--- config.mk ---
export PLATFORM = sky130hd
export DESIGN_NAME = cam_ctrl_flat
export DESIGN_NICKNAME = d
export VERILOG_FILES = /design/src/rtl/cam_pkg.sv /design/src/rtl/cam_ctrl_if.sv /design/src/rtl/cam_ctrl_alloc.sv /design/src/rtl/cam_ctrl.sv /design/src/flat_wrapper.sv
export SDC_FILE = /design/constraint.sdc
export NUM_CORES = 1
export LEC_CHECK = 0
export CORE_MARGIN = 4
export CORE_UTILIZATION = 25
export DETAILED_ROUTE_END_ITERATION = 6
export GPL_TIMING_DRIVEN = 0
export HOLD_SLACK_MARGIN = 0.02
export PLACE_DENSITY = 0.43
export SYNTH_ARGS = -nofsm -noshare
export SYNTH_HDL_FRONTEND = slang
export SYNTH_SLANG_ARGS = --single-unit
--- constraint.sdc ---
create_clock -name clk -period 2 [get_ports clk]
set_input_delay 0.6 -clock clk [delete_from_list [all_inputs] [get_ports clk]]
set_output_delay 0.6 -clock clk [all_outputs]
set_load 0.05 [all_outputs]
--- src/rtl/cam_pkg.sv ---
// Shared constants, opcodes, FSM states and response record for the CAM command front-end.
package cam_pkg;

    localparam int NB_MEM    = 14;
    localparam int SIZE_ADDR = 4;
    localparam int NB_SLOT   = 1 << SIZE_ADDR;
    localparam int KEY_W     = 8;
    localparam int CAM_AW    = 5;

    typedef enum logic [1:0] {
        OP_LOOKUP = 2'd0,
        OP_INSERT = 2'd1,
        OP_DELETE = 2'd2,
        OP_CLEAR  = 2'd3
    } op_e;

    typedef enum logic [2:0] {
        ST_IDLE,
        ST_SRCH,
        ST_WAIT,
        ST_WR,
        ST_RSP
    } state_e;

    typedef struct packed {
        logic                 hit;
        logic [SIZE_ADDR-1:0] idx;
        logic                 full;
    } rsp_t;

    // One-hot bitmap mask for a slot index; indices past NB_MEM yield an empty mask.
    function automatic logic [NB_MEM-1:0] slot_mask(input logic [SIZE_ADDR-1:0] idx);
        logic [NB_SLOT-1:0] oh;
        oh = NB_SLOT'(1) << idx;
        return oh[NB_MEM-1:0];
    endfunction

endpackage

--- src/rtl/cam_ctrl_if.sv ---
// Host command/response port of cam_ctrl: valid/ready command in, valid/ready response out.
interface cam_ctrl_if;
    import cam_pkg::*;

    logic                 cmd_valid;
    logic                 cmd_ready;
    logic [1:0]           cmd_op;
    logic [KEY_W-1:0]     cmd_data;
    logic                 rsp_valid;
    logic                 rsp_ready;
    logic                 rsp_hit;
    logic [SIZE_ADDR-1:0] rsp_idx;
    logic                 rsp_full;

    modport master (
        output cmd_valid, cmd_op, cmd_data, rsp_ready,
        input  cmd_ready, rsp_valid, rsp_hit, rsp_idx, rsp_full
    );

    modport slave (
        input  cmd_valid, cmd_op, cmd_data, rsp_ready,
        output cmd_ready, rsp_valid, rsp_hit, rsp_idx, rsp_full
    );

endinterface

--- src/rtl/cam_ctrl_alloc.sv ---
// Slot allocator: lowest clear bit of the valid bitmap, plus a flag that any slot is free.
module cam_ctrl_alloc
    import cam_pkg::*;
(
    input  logic [NB_MEM-1:0]    valid,
    output logic [SIZE_ADDR-1:0] free_idx,
    output logic                 any_free
);

    // Scan high to low so the last hit wins, leaving the lowest free index.
    always_comb begin
        free_idx = '0;
        any_free = 1'b0;
        for (int i = NB_MEM - 1; i >= 0; i--) begin
            if (!valid[i]) begin
                free_idx = SIZE_ADDR'(i);
                any_free = 1'b1;
            end
        end
    end

endmodule

--- src/rtl/cam_ctrl.sv ---
// cam_ctrl: host front-end sequencing a 14-entry CAM; the valid bitmap here owns slot allocation.
// Optional feature macro CAM_CTRL_STATS_EN adds saturating LOOKUP hit/miss counters.
module cam_ctrl
    import cam_pkg::*;
(
    input  logic              clk,
    input  logic              rst_n,
    cam_ctrl_if.slave         bus,
    output logic              tbl_full,
    output logic              cam_enable,
    output logic              cam_write,
    output logic [CAM_AW-1:0] cam_addr,
    output logic [KEY_W-1:0]  cam_data,
    input  logic [CAM_AW-1:0] cam_out,
    input  logic              cam_found
`ifdef CAM_CTRL_STATS_EN
    ,
    output logic [15:0]       hit_cnt,
    output logic [15:0]       miss_cnt
`endif
);

    state_e               state_q, state_d;
    op_e                  op_q, op_d;
    logic [KEY_W-1:0]     data_q, data_d;
    logic [NB_MEM-1:0]    valid_q, valid_d;
    rsp_t                 rsp_q, rsp_d;
    logic [SIZE_ADDR-1:0] wr_idx_q, wr_idx_d;

    logic [SIZE_ADDR-1:0] free_idx;
    logic                 any_free;
    logic [SIZE_ADDR-1:0] m_idx;
    logic [NB_MEM-1:0]    m_mask;
    logic [NB_MEM-1:0]    wr_mask;
    logic                 m_live;
    logic                 unused_cam_bit;

    cam_ctrl_alloc u_alloc (
        .valid    (valid_q),
        .free_idx (free_idx),
        .any_free (any_free)
    );

    // A CAM match only counts if the bitmap still owns that slot; stale entries stay in the CAM.
    assign m_idx          = cam_out[SIZE_ADDR-1:0];
    assign m_mask         = slot_mask(m_idx);
    assign m_live         = cam_found && |(valid_q & m_mask);
    assign wr_mask        = slot_mask(wr_idx_q);
    assign unused_cam_bit = cam_out[CAM_AW-1];

    always_ff @(posedge clk or negedge rst_n) begin
        if (!rst_n) state_q <= ST_IDLE;
        else        state_q <= state_d;
    end

    always_comb begin
        state_d = state_q;
        case (state_q)
            ST_IDLE: if (bus.cmd_valid)
                         state_d = (op_e'(bus.cmd_op) == OP_CLEAR) ? ST_RSP : ST_SRCH;
            ST_SRCH: state_d = ST_WAIT;
            ST_WAIT: state_d = (op_q == OP_INSERT && !cam_found && any_free) ? ST_WR : ST_RSP;
            ST_WR:   state_d = ST_RSP;
            ST_RSP:  if (bus.rsp_ready) state_d = ST_IDLE;
            default: state_d = ST_IDLE;
        endcase
    end

    always_comb begin
        bus.cmd_ready = (state_q == ST_IDLE);
        bus.rsp_valid = (state_q == ST_RSP);
        cam_enable    = (state_q == ST_SRCH);
        cam_write     = (state_q == ST_WR);
    end

    assign bus.rsp_hit  = rsp_q.hit;
    assign bus.rsp_idx  = rsp_q.idx;
    assign bus.rsp_full = rsp_q.full;
    assign cam_addr     = {1'b0, wr_idx_q};
    assign cam_data     = data_q;
    assign tbl_full     = &valid_q;

    always_comb begin
        op_d     = op_q;
        data_d   = data_q;
        valid_d  = valid_q;
        rsp_d    = rsp_q;
        wr_idx_d = wr_idx_q;
        case (state_q)
            ST_IDLE: if (bus.cmd_valid) begin
                op_d   = op_e'(bus.cmd_op);
                data_d = bus.cmd_data;
                if (op_e'(bus.cmd_op) == OP_CLEAR) begin
                    valid_d = '0;
                    rsp_d   = '0;
                end
            end
            ST_WAIT: begin
                rsp_d = '0;
                case (op_q)
                    OP_LOOKUP: if (m_live) begin
                        rsp_d.hit = 1'b1;
                        rsp_d.idx = m_idx;
                    end
                    OP_INSERT: begin
                        if (cam_found) begin
                            // Key still sits in the CAM: revive its slot instead of writing again.
                            valid_d   = valid_q | m_mask;
                            rsp_d.hit = 1'b1;
                            rsp_d.idx = m_idx;
                        end else if (any_free) begin
                            wr_idx_d  = free_idx;
                            rsp_d.idx = free_idx;
                        end else begin
                            rsp_d.full = 1'b1;
                        end
                    end
                    OP_DELETE: if (m_live) begin
                        valid_d   = valid_q & ~m_mask;
                        rsp_d.hit = 1'b1;
                        rsp_d.idx = m_idx;
                    end
                    default: ;
                endcase
            end
            ST_WR:   valid_d = valid_q | wr_mask;
            default: ;
        endcase
    end

    always_ff @(posedge clk or negedge rst_n) begin
        if (!rst_n) begin
            op_q     <= OP_LOOKUP;
            data_q   <= '0;
            valid_q  <= '0;
            rsp_q    <= '0;
            wr_idx_q <= '0;
        end else begin
            op_q     <= op_d;
            data_q   <= data_d;
            valid_q  <= valid_d;
            rsp_q    <= rsp_d;
            wr_idx_q <= wr_idx_d;
        end
    end

`ifdef CAM_CTRL_STATS_EN
    logic [15:0] hit_cnt_q, hit_cnt_d;
    logic [15:0] miss_cnt_q, miss_cnt_d;

    always_comb begin
        hit_cnt_d  = hit_cnt_q;
        miss_cnt_d = miss_cnt_q;
        if (state_q == ST_WAIT && op_q == OP_LOOKUP) begin
            if (m_live) begin
                if (hit_cnt_q != 16'hFFFF) hit_cnt_d = hit_cnt_q + 16'd1;
            end else begin
                if (miss_cnt_q != 16'hFFFF) miss_cnt_d = miss_cnt_q + 16'd1;
            end
        end
    end

    always_ff @(posedge clk or negedge rst_n) begin
        if (!rst_n) begin
            hit_cnt_q  <= '0;
            miss_cnt_q <= '0;
        end else begin
            hit_cnt_q  <= hit_cnt_d;
            miss_cnt_q <= miss_cnt_d;
        end
    end

    assign hit_cnt  = hit_cnt_q;
    assign miss_cnt = miss_cnt_q;
`endif

endmodule

--- src/flat_wrapper.sv ---
// flat-port wrapper written by rule: the top's interface ports become plain ports
module cam_ctrl_flat import cam_pkg::*;
  (clk, rst_n, tbl_full, cam_enable, cam_write, cam_addr, cam_data, cam_out, cam_found, bus_cmd_valid, bus_cmd_op, bus_cmd_data, bus_rsp_ready, bus_cmd_ready, bus_rsp_valid, bus_rsp_hit, bus_rsp_idx, bus_rsp_full);
  cam_ctrl_if bus_i ();
  input  logic clk;
  input  logic rst_n;
  output logic tbl_full;
  output logic cam_enable;
  output logic cam_write;
  output logic [CAM_AW-1:0] cam_addr;
  output logic [KEY_W-1:0] cam_data;
  input  logic [CAM_AW-1:0] cam_out;
  input  logic cam_found;
  input wire logic [$bits(bus_i.cmd_valid)-1:0] bus_cmd_valid;
  input wire logic [$bits(bus_i.cmd_op)-1:0] bus_cmd_op;
  input wire logic [$bits(bus_i.cmd_data)-1:0] bus_cmd_data;
  input wire logic [$bits(bus_i.rsp_ready)-1:0] bus_rsp_ready;
  output wire logic [$bits(bus_i.cmd_ready)-1:0] bus_cmd_ready;
  output wire logic [$bits(bus_i.rsp_valid)-1:0] bus_rsp_valid;
  output wire logic [$bits(bus_i.rsp_hit)-1:0] bus_rsp_hit;
  output wire logic [$bits(bus_i.rsp_idx)-1:0] bus_rsp_idx;
  output wire logic [$bits(bus_i.rsp_full)-1:0] bus_rsp_full;
  assign bus_i.cmd_valid = bus_cmd_valid;
  assign bus_i.cmd_op = bus_cmd_op;
  assign bus_i.cmd_data = bus_cmd_data;
  assign bus_i.rsp_ready = bus_rsp_ready;
  assign bus_cmd_ready = bus_i.cmd_ready;
  assign bus_rsp_valid = bus_i.rsp_valid;
  assign bus_rsp_hit = bus_i.rsp_hit;
  assign bus_rsp_idx = bus_i.rsp_idx;
  assign bus_rsp_full = bus_i.rsp_full;
  cam_ctrl u_core (.clk(clk), .rst_n(rst_n), .bus(bus_i), .tbl_full(tbl_full), .cam_enable(cam_enable), .cam_write(cam_write), .cam_addr(cam_addr), .cam_data(cam_data), .cam_out(cam_out), .cam_found(cam_found));
endmodule
==> results of run 1 <==
worst max-delay path: stages, from the launching register on:
cell and delay [ns]:
dfrtp_2 0.43, nand4_1 0.22, nor4_4 0.36, buf_6 0.21
sequential cells by signal (all words and copies together), names as in the netlist:
name	flops
u_core.valid_q	14
u_core.state_q	3
u_core.op_q	2
u_core.bus.rsp_hit	1
u_core.bus.rsp_full	1
u_core.wr_idx_q	4
u_core.cam_data	8
u_core.bus.rsp_idx	4
area by class of cell:
type                       count  area, um2
timing repair buffer          63        546
multi-input combinational    195       1460
buffer                        15        113
clock buffer                   5       68.8
clock inverter                 3       46.3
inverter                       9       33.8
tap                          129        161
sequential                    37        942
fill                         980       5920
through the flow:
step	util, %	hold slack (ns)
2_1_floorplan	-	0.304
3_3_place_gp	32.0	0.465
3_5_place_dp	32.2	0.475
4_1_cts	34.2	0.218
5_1_grt	36.3	0.235
6_report	36.3	0.212
per-layer routing:
metal | up-vias | global-route usage [%] | part of all wire [%]
met5 | - | 0 | 0
met4 | 0 | 3.24 | 0.36
met3 | 2 | 2.31 | 4.0
met2 | 47 | 22.1 | 47
met1 | 1123 | 21.2 | 49
li1 | 1109 | - | -
final timing paths:
kind,endpoint,start
setup / recovery,tbl_full,u_core.valid_q[11]
hold / removal,u_core.valid_q[12],rst_n
setup reg to reg,u_core.bus.rsp_idx[0],u_core.valid_q[11]
hold reg to reg,u_core.bus.rsp_hit,u_core.bus.rsp_hit
max in group asynchronous,u_core.valid_q[2],rst_n
min in group clk,u_core.bus.rsp_hit,u_core.bus.rsp_hit
power breakdown:
part	switching (W)	leakage (nW)	total, W	internal, W
registers	0.000280	0.464	0.00129	0.00101
clock network	0.000315	0.0543	0.000689	0.000374
logic	0.00153	0.906	0.00246	0.000929
repair_timing:
action                                  CTS  global route
endpoints found under the setup margin   46            25
cloned                                    0             2
resized for setup                        77            31
hold endpoints to repair                  0             0
buffers inserted                          7            14
pin swaps                                 5             6
placed cells by master (no fill, tap or decap), drive strengths merged, types with 4 or more instances in the layout:
master / instances
a21o: 5
and2: 5
nand4: 5
clkdlybuf4s50: 9
nand2: 20
nor2b: 4
clkbuf: 12
nor3: 5
mux2: 10
dlygate4sd2: 16
o21ai: 18
nor2: 10
a311o: 7
a31oi: 4
nand3: 6
dfrtp: 37
nand2b: 9
a21oi: 36
a22o: 4
inv: 9
buf: 40
cell families (layout without fill, tap and decap cells):
logic type             count (synthesis)  after routing  synth area share [%]
other                                  1              1                 0.156
AO/OA/AOI/OAI                         96             96                  27.2
flip-flops                            37             37                  38.5
AND/OR/NAND/NOR                       85             85                  22.6
multiplexers                          13             13                  5.93
buffers and inverters                 25             95                  5.57
==> summary.txt, run 1 <==
Run status
  – Outcome: complete, but fails checks
  – Failing checks: setup timing

Timing
  – Clock skew: 0.0111 ns
  – Setup tns final: -0.126 ns
  – Worst-Margin Slew: 0.519 ns
  – Fmax: 0.470 GHz
  – Final WS setup: -0.126 ns
  – Final slew viol count: 0
  – Slew headroom: 65.5%
  – Fin. Hold Viols: 0
  – Number of setup violations in the final report: 1
  – Final Cycle Share: 106%
  – RSZ-0062 raised after global routing: yes
  – Period minus WS final: 2.13 ns

Synthesis
  – Commonest register cell after synthesis: dfrtp_1
  – Area leader, netlist: dfrtp_1
  – Syn Area/Cell: 9.35 um2
  – Post-Synthesis Cells: 257
  – Top-count cell post-synth: dfrtp_1
  – YS warnings: 0
  – Seq/Total Area, Yosys: 38.5%
  – Synthesized area: 0.00240 mm2
  – Netlist cell types: 60
  – Syn_nets: 277
  – Synth top area share: 38.5%
  – Commonest cells in the netlist: 37 x dfrtp_1, 33 x a21oi_1, 20 x nand2_1, 16 x o21ai_0, 10 x mux2_2
  – Area contributors post-synth: dfrtp_1 39%, a21oi_1 6.9%, mux2_2 4.7%
  – Post-synth EDFFs: 0
  – Synthesis-stage register bit count: 37
  – Post-synth ARST share: 100%

Clock network
  – Bufs on Longest Clock Path: 2
  – Clk slew on worst S/H paths: 0.09 ns
  – Clock Root Buffer: clkbuf_8
  – Clk sinks: 37
  – Worst-Skew Late Latency: 0.30 ns
  – Post-CTS Hold Buffers: 0
  – H-tree Lvls: 2
  – TritonCTS Buffers: 5
  – CTS tree: yes

Floorplanning
  – Die Ht: 106 um
  – DIE AREA: 0.0112 mm2
  – Num ports: 44
  – Std-Cell Core Area: 0.00928 mm2
  – Rows: 35
  – Initial core utilization: 25.9%
  – Die width: 106 um

Routing
  – Number of DRC markers in iteration 0: 157
  – DR vias/cell: 5.00
  – DRT Wirelength: 8120 um
  – WL/cell: 17.8 um
  – Drt first pass iters: 4
  – Via count: 2,281
  – DRC Markers: 0
  – DRT antenna net count: 0

Critical path
  – CP Data Required Time: 1.40 ns
  – Critical path arrival: 1.53 ns
  – WS Path Type: flip-flop to output port
  – R2R Setup Slk: 0.05 ns
  – Worst r2r path cells: 8
  – Critical Path Sink Type: output port
  – Crit start category: flip-flop
  – Worst Path Max Fanout: 6

Pwr
  – Total power: 0.00444 W
  – Pwr dens: 1320 mW/mm2
  – VDD IR-drop max: 402 uV
  – LEAKAGE: 1.42 nW

Global routing
  – GRT Total Usage: 14.4%
  – Initial antenna violation count: 0
  – Largest net degree at the start of global routing: 25
  – First-pass GRT wire length: 12,800 um
  – Vias in the first global route: 2,187
  – Overflow after GRT: 0

Placement
  – Port Buffer Count: 39
  – Placed cell area: 0.00299 mm2
  – Dpl hpwl: 5750 um
  – Placed cells: 426
  – Placer congestion estimate: 0.789
  – Pre-CTS setup slack: -0.764 ns

Cells and area
  – Final Cell Area: 0.00337 mm2
  – Final Instance Count excl. Fillers: 456
  – Area grow syn2layout: 40.1%
  – Layout cells sized above 1: 34.6%
  – Fin nets: 346
  – Ant diodes: 0

Run
  – Max_cap viols: 0

Worst hold path
  – Min-delay worst type: input pin to async pin
No activity file was read; power rests on OpenSTA's default activity.
==> run 2, diff against run 1 <==
--- a/config.mk
+++ b/config.mk
@@ -7,6 +7,7 @@
 export LEC_CHECK = 0
 export CORE_MARGIN = 4
 export CORE_UTILIZATION = 25
+export CTS_CLUSTER_SIZE = 14
 export DETAILED_ROUTE_END_ITERATION = 6
 export GPL_TIMING_DRIVEN = 0
 export HOLD_SLACK_MARGIN = 0.02
==> results of run 2 <==
The final DEF is identical to that of run 1; final timing and power are the same.
==> run 3, diff against run 2 <==
--- a/config.mk
+++ b/config.mk
@@ -5,6 +5,7 @@
 export SDC_FILE = /design/constraint.sdc
 export NUM_CORES = 1
 export LEC_CHECK = 0
+export ABC_CLOCK_PERIOD_IN_PS = 2000
 export CORE_MARGIN = 4
 export CORE_UTILIZATION = 25
 export CTS_CLUSTER_SIZE = 14
==> results of run 3 <==
The final DEF is identical to that of run 1; final timing and power are the same.
